==> config.mk <==
export PLATFORM = sky130hd
export DESIGN_NAME = multimode_ring_counter
export DESIGN_NICKNAME = d
export VERILOG_FILES = /design/src/rtl/multimode_ring_counter.sv
export SDC_FILE = /design/constraint.sdc
export NUM_CORES = 1
export LEC_CHECK = 0
export ABC_AREA = 1
export BUFFER_PORTS_ARGS = -buffer_cell sky130_fd_sc_hd__clkbuf_2
export CAP_MARGIN = 20
export CORE_MARGIN = 2
export CORE_UTILIZATION = 35
export CTS_BUF_LIST = sky130_fd_sc_hd__clkbuf_16
export CTS_CLUSTER_SIZE = 25
export DETAILED_ROUTE_END_ITERATION = 12
export PLACE_DENSITY_LB_ADDON = 0.12
export SETUP_SLACK_MARGIN = 0.15
export SYNTH_ARGS = -nofsm -noshare
export SYNTH_HDL_FRONTEND = slang
export SYNTH_SLANG_ARGS = --single-unit
==> constraint.sdc <==
create_clock -name clk -period 2.75 [get_ports clk]
set_clock_uncertainty 0.2 [all_clocks]
set_input_delay 0.55 -clock clk [delete_from_list [all_inputs] [get_ports clk]]
set_output_delay 0.55 -clock clk [all_outputs]
set_load 0.005 [all_outputs]
==> src/rtl/multimode_ring_counter.sv <==
// Purpose: one-hot ring / Johnson counter with selectable width, mode, direction, seed load and illegal-state self-correction.
// Latency: one clock from override, load or en to the new count; wrap and illegal are registered on the same edge.
// Backpressure: none; en=0 holds the state, and every enabled edge produces a new count.
module multimode_ring_counter #(
  parameter int WIDTH = 4  // counter width in bits, WIDTH >= 2
) (
  input  logic             clk,
  input  logic             override,  // synchronous active-low reset
  input  logic             en,
  input  logic             mode,      // 0 = ring, 1 = Johnson
  input  logic             dir,       // 0 = toward MSB, 1 = toward LSB
  input  logic             load,
  input  logic [WIDTH-1:0] seed,
  output logic [WIDTH-1:0] count,
  output logic             wrap,
  output logic             illegal
);

  // Ring legality: exactly one bit set.
  function automatic logic ring_ok(input logic [WIDTH-1:0] v);
    int ones;
    ones = 0;
    for (int i = 0; i < WIDTH; i++) begin
      if (v[i]) ones++;
    end
    return (ones == 1);
  endfunction

  // Johnson legality: at most one adjacent-bit transition (0^a1^b or 1^a0^b).
  function automatic logic johnson_ok(input logic [WIDTH-1:0] v);
    int edges;
    edges = 0;
    for (int i = 0; i < WIDTH - 1; i++) begin
      if (v[i] ^ v[i+1]) edges++;
    end
    return (edges <= 1);
  endfunction

  logic [WIDTH-1:0] home_st;
  logic [WIDTH-1:0] step_val;
  logic             legal;

  // Home state, legality of the current count and the next step, all under the current mode.
  // Mode is not stored, so a mode change is caught by the legality check on the next enabled edge.
  always_comb begin
    home_st  = mode ? '0 : {{(WIDTH-1){1'b0}}, 1'b1};
    legal    = mode ? johnson_ok(count) : ring_ok(count);
    step_val = count;
    case ({mode, dir})
      2'b00:   step_val = {count[WIDTH-2:0], count[WIDTH-1]};
      2'b01:   step_val = {count[0], count[WIDTH-1:1]};
      2'b10:   step_val = {count[WIDTH-2:0], ~count[WIDTH-1]};
      default: step_val = {~count[0], count[WIDTH-1:1]};
    endcase
  end

  // State register: override > load > enabled step (with correction) > hold; flags are one-cycle pulses.
  always_ff @(posedge clk) begin
    if (!override) begin
      count   <= home_st;
      wrap    <= 1'b0;
      illegal <= 1'b0;
    end else if (load) begin
      count   <= seed;
      wrap    <= 1'b0;
      illegal <= 1'b0;
    end else if (en) begin
      if (!legal) begin
        count   <= home_st;
        wrap    <= 1'b0;
        illegal <= 1'b1;
      end else begin
        count   <= step_val;
        wrap    <= (step_val == home_st);
        illegal <= 1'b0;
      end
    end else begin
      wrap    <= 1'b0;
      illegal <= 1'b0;
    end
  end

endmodule

Word level (Yosys, flattened, before mapping):

Index checks and enable logic that the tools add are counted.

* multiplexer cells: 15
* reduce and logical (&&, ||, !) cells: 3
* add/subtract/negate cells: 5
* eq/ne operators: 5
* order comparisons: 1
* bitwise gates (word level): 8

Operators with widths (number)
* $add A32 B2 Y32 const B: 5
* $mux W32: 5
* $eq A32 B2 Y1 const B: 1
* $le A32 B2 Y1 const B: 1
* $mux W4: 4
* $pmux W4 S3: 1
* $mux W1: 5
* $not A1 Y1: 5
* $eq A4 B1 Y1: 1
* $reduce_or A4 Y1: 1
* $ne A3 B1 Y1 const B: 1
* $reduce_or A3 Y1: 1
* $xor A1 B1 Y1: 3
* $eq A2 B1 Y1 const B: 1
* $eq A2 B2 Y1 const B: 1
* $logic_not A2 Y1: 1

* logic and storage cells: 40
* bits in registers: 6

Longest topological paths before layout:

* word-level depth: 13
* depth in mapped cells: 17
* depth with buffers taken out: 17

Worst setup path after synthesis:

OpenSTA, ideal clock, no wires.

* path kind: flip-flop to flip-flop
* from: register count[1]
* to: register count[0], data pin
* setup slack: 0.478 ns
* clock period less this slack: 2.272 ns
* path buffers: 0
* data required time: 2.298 ns
* arrival time: 1.820 ns
* setup time: 0.252 ns
* cell stages (with the launch flop): 14
* path through: edfxtp_1 > inv_1 > ha_1 > nor2_1 > nor2_2 > ha_1 > nor2_1 > o21ai_0 > nand2_1 > nand2_1 > a21oi_2 > nand2_1 > nand2_1 > nand2_1

* cells in the longest elaborated chain, start to end: 12

RTL lines
* start, declared: RTL line 14 `output logic [WIDTH-1:0] count,`
* start signal, assigned: RTL line 60 `count <= home_st;`
* start signal, assigned: RTL line 69 `count <= home_st;`
* start signal, assigned: RTL line 73 `count <= step_val;`
* $xor A1 B1 Y1: RTL line 34 `if (v[i] ^ v[i+1]) edges++;`
* $mux W1: RTL line 34
* $add A32 B2 Y32: RTL line 34
* $mux W32: RTL line 34
* $add A32 B2 Y32: RTL line 34
* $mux W32: RTL line 34
* $le A32 B2 Y1: RTL line 36 `return (edges <= 1);`
* $mux W1: RTL line 47 `legal = mode ? johnson_ok(count) : ring_ok(count);`
* $mux W4 *: RTL line 68 `if (!legal) begin`
* $mux W4 *: RTL line 67 `end else if (en) begin`
* $mux W4 *: RTL line 63 `end else if (load) begin`
* $mux W4 *: RTL line 59 `if (!override) begin`

Mark *: on every way between the ends. The rest lies on a longest branch, timed or not. The select of a mux whose other input is x is not followed.
A chain may end at the register's enable or synchronous reset.

Worst setup path in the final report:

Ends and elaborated chain as after synthesis.

==> impl_results.md <==
* CP endpoint kind: flop
* DR WL/cell at 10.0 microns
* Syn_area_per_cell at 6.76 sq um
* Mapped cell area at 602 sq um
* Chip Width at 45.5 microns
* Clk slew on worst S/H paths at 0.03 ns
* CP Launch Point: count[1]
* Unrepaired setup endpoints after global routing: no
* Net Count, Synth at 104
* Leading area contributor after synthesis: edfxtp_1
* Nets@finish at 125
* Worst setup margin at 0.402 ns
* Antenna diodes at 0
* Initial Utilization at 38.6%
* Post-route ant nets at 0
* Gr usage total at 13.9%
* Critical path peak fanout at 4
* DRC violations left at 0
* HP Class: in -> reg
* Largest net degree at the start of global routing at 12
* Max layer used: met3
* Slew headroom at 75.4%
* Placement Setup Slack at 0.302 ns
* GRT overflow at 0
* MaxCap Viol Count at 0
* Final Slew Violations at 0
* Count of cell types in the netlist at 22
* CTS Hold Bufs at 0
* Cell count of the worst reg-to-reg path at 13
* Share of layout cells above drive strength 1 at 30.6%
* Wl on met1 at 622 microns
* Async set-or-reset flop fraction in the synthesized netlist at 0%
* Cells after Synth at 89
* Worst Path Required at 2.53 ns
* Routed wl met3 at 67 microns
* Total number of vias at 592
* Min Tclk post-route at 2.35 ns
* Power Density at 620 nW/um^2
* Share of the synthesized area in the top cell type at 20.0%
* Row count at 14
* Setup Viol. Count Final at 0
* Routed met2 length at 556 microns
* Worst-Skew Late Latency at 0.22 ns
* Setup crit start kind: flop
* Worst slew pin tran at 0.368 ns
* Detailed Place HPWL at 997 microns
* Final hold vios at 0
* CTS max path bufs at 2
* Gp weighted congestion at 0.760
* DRT Pass-1 Iters at 4
* Final period util at 85.4%
* Top cells by count, synth: nand2_1, inv_1, nor2_1
* Die Area at 2070 sq um
* Flops & latches, synth at 6
* Reg2reg end: count[0]
* Core area at 1560 sq um
* First-pass GRT wire length at 2.08 mm
* Hold depth at 3
* TritonCTS Buffers at 3
* Worst Setup EP: count[0]
* CTS Root Cell: clkbuf_16
* IR Drop Worst-Case VDD at 0.370 mV
* CTS tree: yes
* Top cells by area, synth: edfxtp_1, nand2_1, ha_1
* Worst reg-to-reg setup slack at 0.40 ns
* IO Pins at 16
* EDFF count, synth at 4
* FF-to-FF Start: count[1]
* Port-buffer cells at 15
* Drt via density at 4.77
* Routed wire length at 1.25 mm
* Path type of the worst setup path: reg -> reg
* DRT iter0 DRCs at 5
* Number of clock sinks at 6
* Die Y at 45.5 microns
* Sequential cell area fraction in the yosys report at 26.6%
* Top FF cell, synth: edfxtp_1
* Max Clk Rate at 0.426 GHz
* Leak at 0.417 nW
* Hold WS at 0.430 ns
* Initial antenna violation count at 0
* Number of global-route vias before repair at 524
* Critical path arrival at 2.13 ns
* Count leader, synth: nand2_1
* Area grow syn2layout at 31.8%
* Yosys Warn Count at 0
* Status: complete, no violations
* Fin Setup TNS at 0 ns
* Max H-tree Level at 1
-- flip-flops by register name, indices dropped and copies added (netlist names) --
register / count
count: 4
wrap: 1
illegal: 1
-- cell families (layout without fill, tap and decap cells) --
kind of cell             Yosys count  count (layout)  synth area share [%]
buffers and inverters             17              36                  12.1
AND/OR/NAND/NOR                   44              44                  33.5
multiplexers                       1               1                  1.66
AO/OA/AOI/OAI                     13              13                  11.4
adder cells (fa/ha/maj)            5               5                  10.4
flip-flops                         6               6                  26.6
XOR/XNOR                           3               3                  4.37
-- stage by stage --
| stage | power [mW] | std cells | utilization [%] | area (sq um) |
|---|---|---|---|---|
| 2_1_floorplan | 0.218 | 89 | - | 602 |
| 3_3_place_gp | 0.247 | 118 | 43.7 | 681 |
| 3_5_place_dp | 0.249 | 118 | 43.7 | 681 |
| 4_1_cts | 0.485 | 121 | 48.5 | 756 |
| 5_1_grt | 0.530 | 124 | 50.9 | 793 |
| 6_report | 0.492 | 124 | 50.9 | 793 |
-- power by group --
part	internal [mW]	total (mW)	switching (mW)
registers	0.106	0.117	0.0108
logic	0.0628	0.145	0.0817
clock network	0.186	0.231	0.0444
-- worst min-delay path by stage --
| stage | startpoint | endpoint | slack, ns |
|---|---|---|---|
| floorplan | override | illegal | 0.52 |
| global placement | en | illegal | 0.65 |
| detailed placement | en | illegal | 0.66 |
| CTS | en | illegal | 0.43 |
| global route | en | illegal | 0.45 |
| finish | en | illegal | 0.43 |
-- per-layer routing --
| layer | global-route usage, % | vias up |
|---|---|---|
| met5 | 0 | - |
| met4 | 3.53 | 0 |
| met3 | 4.76 | 0 |
| met2 | 22.3 | 15 |
| met1 | 17.8 | 256 |
| li1 | - | 321 |
-- area by class of cell --
class,count,area (sq um)
fillers,158,766
multi-input cells,66,384
flip-flops and latches,6,160
repair buffers,18,97.6
clock buffers,3,75.1
inverters,15,56.3
well taps,16,20.0
-- worst max-delay path, cell delays in order (launching register included) --
cell,delay (ns)
edfxtp_1,0.43
buf_4,0.16
ha_1,0.20
o21ai_1,0.18
inv_1,0.06
ha_1,0.26
nor2_1,0.09
o21ai_0,0.08
nand2_1,0.10
nand2_1,0.07
a21oi_2,0.11
nand2_1,0.05
nand2_1,0.05
nand2_1,0.04
-- cells in the final DEF, fill, tap and decap left out, drive strengths merged --
cell	Yosys	layout
inv	15	15
buf	2	3
o21ai	9	9
nand3	6	6
nand2	26	26
dfxtp	2	2
clkbuf	0	18
ha	5	5
nor3	1	1
a21oi	4	4
edfxtp	4	4
nor2	10	10
xnor2	3	3
mux2i	1	1
or2	1	1
-- what timing repair did --
item / in CTS / in global routing
gates resized for setup: 0 / 3
setup endpoints to repair: 0 / 2
hold endpoints to repair: 0 / 0
buffers inserted: 0 / 3
No activity file was read; power rests on OpenSTA's default activity.
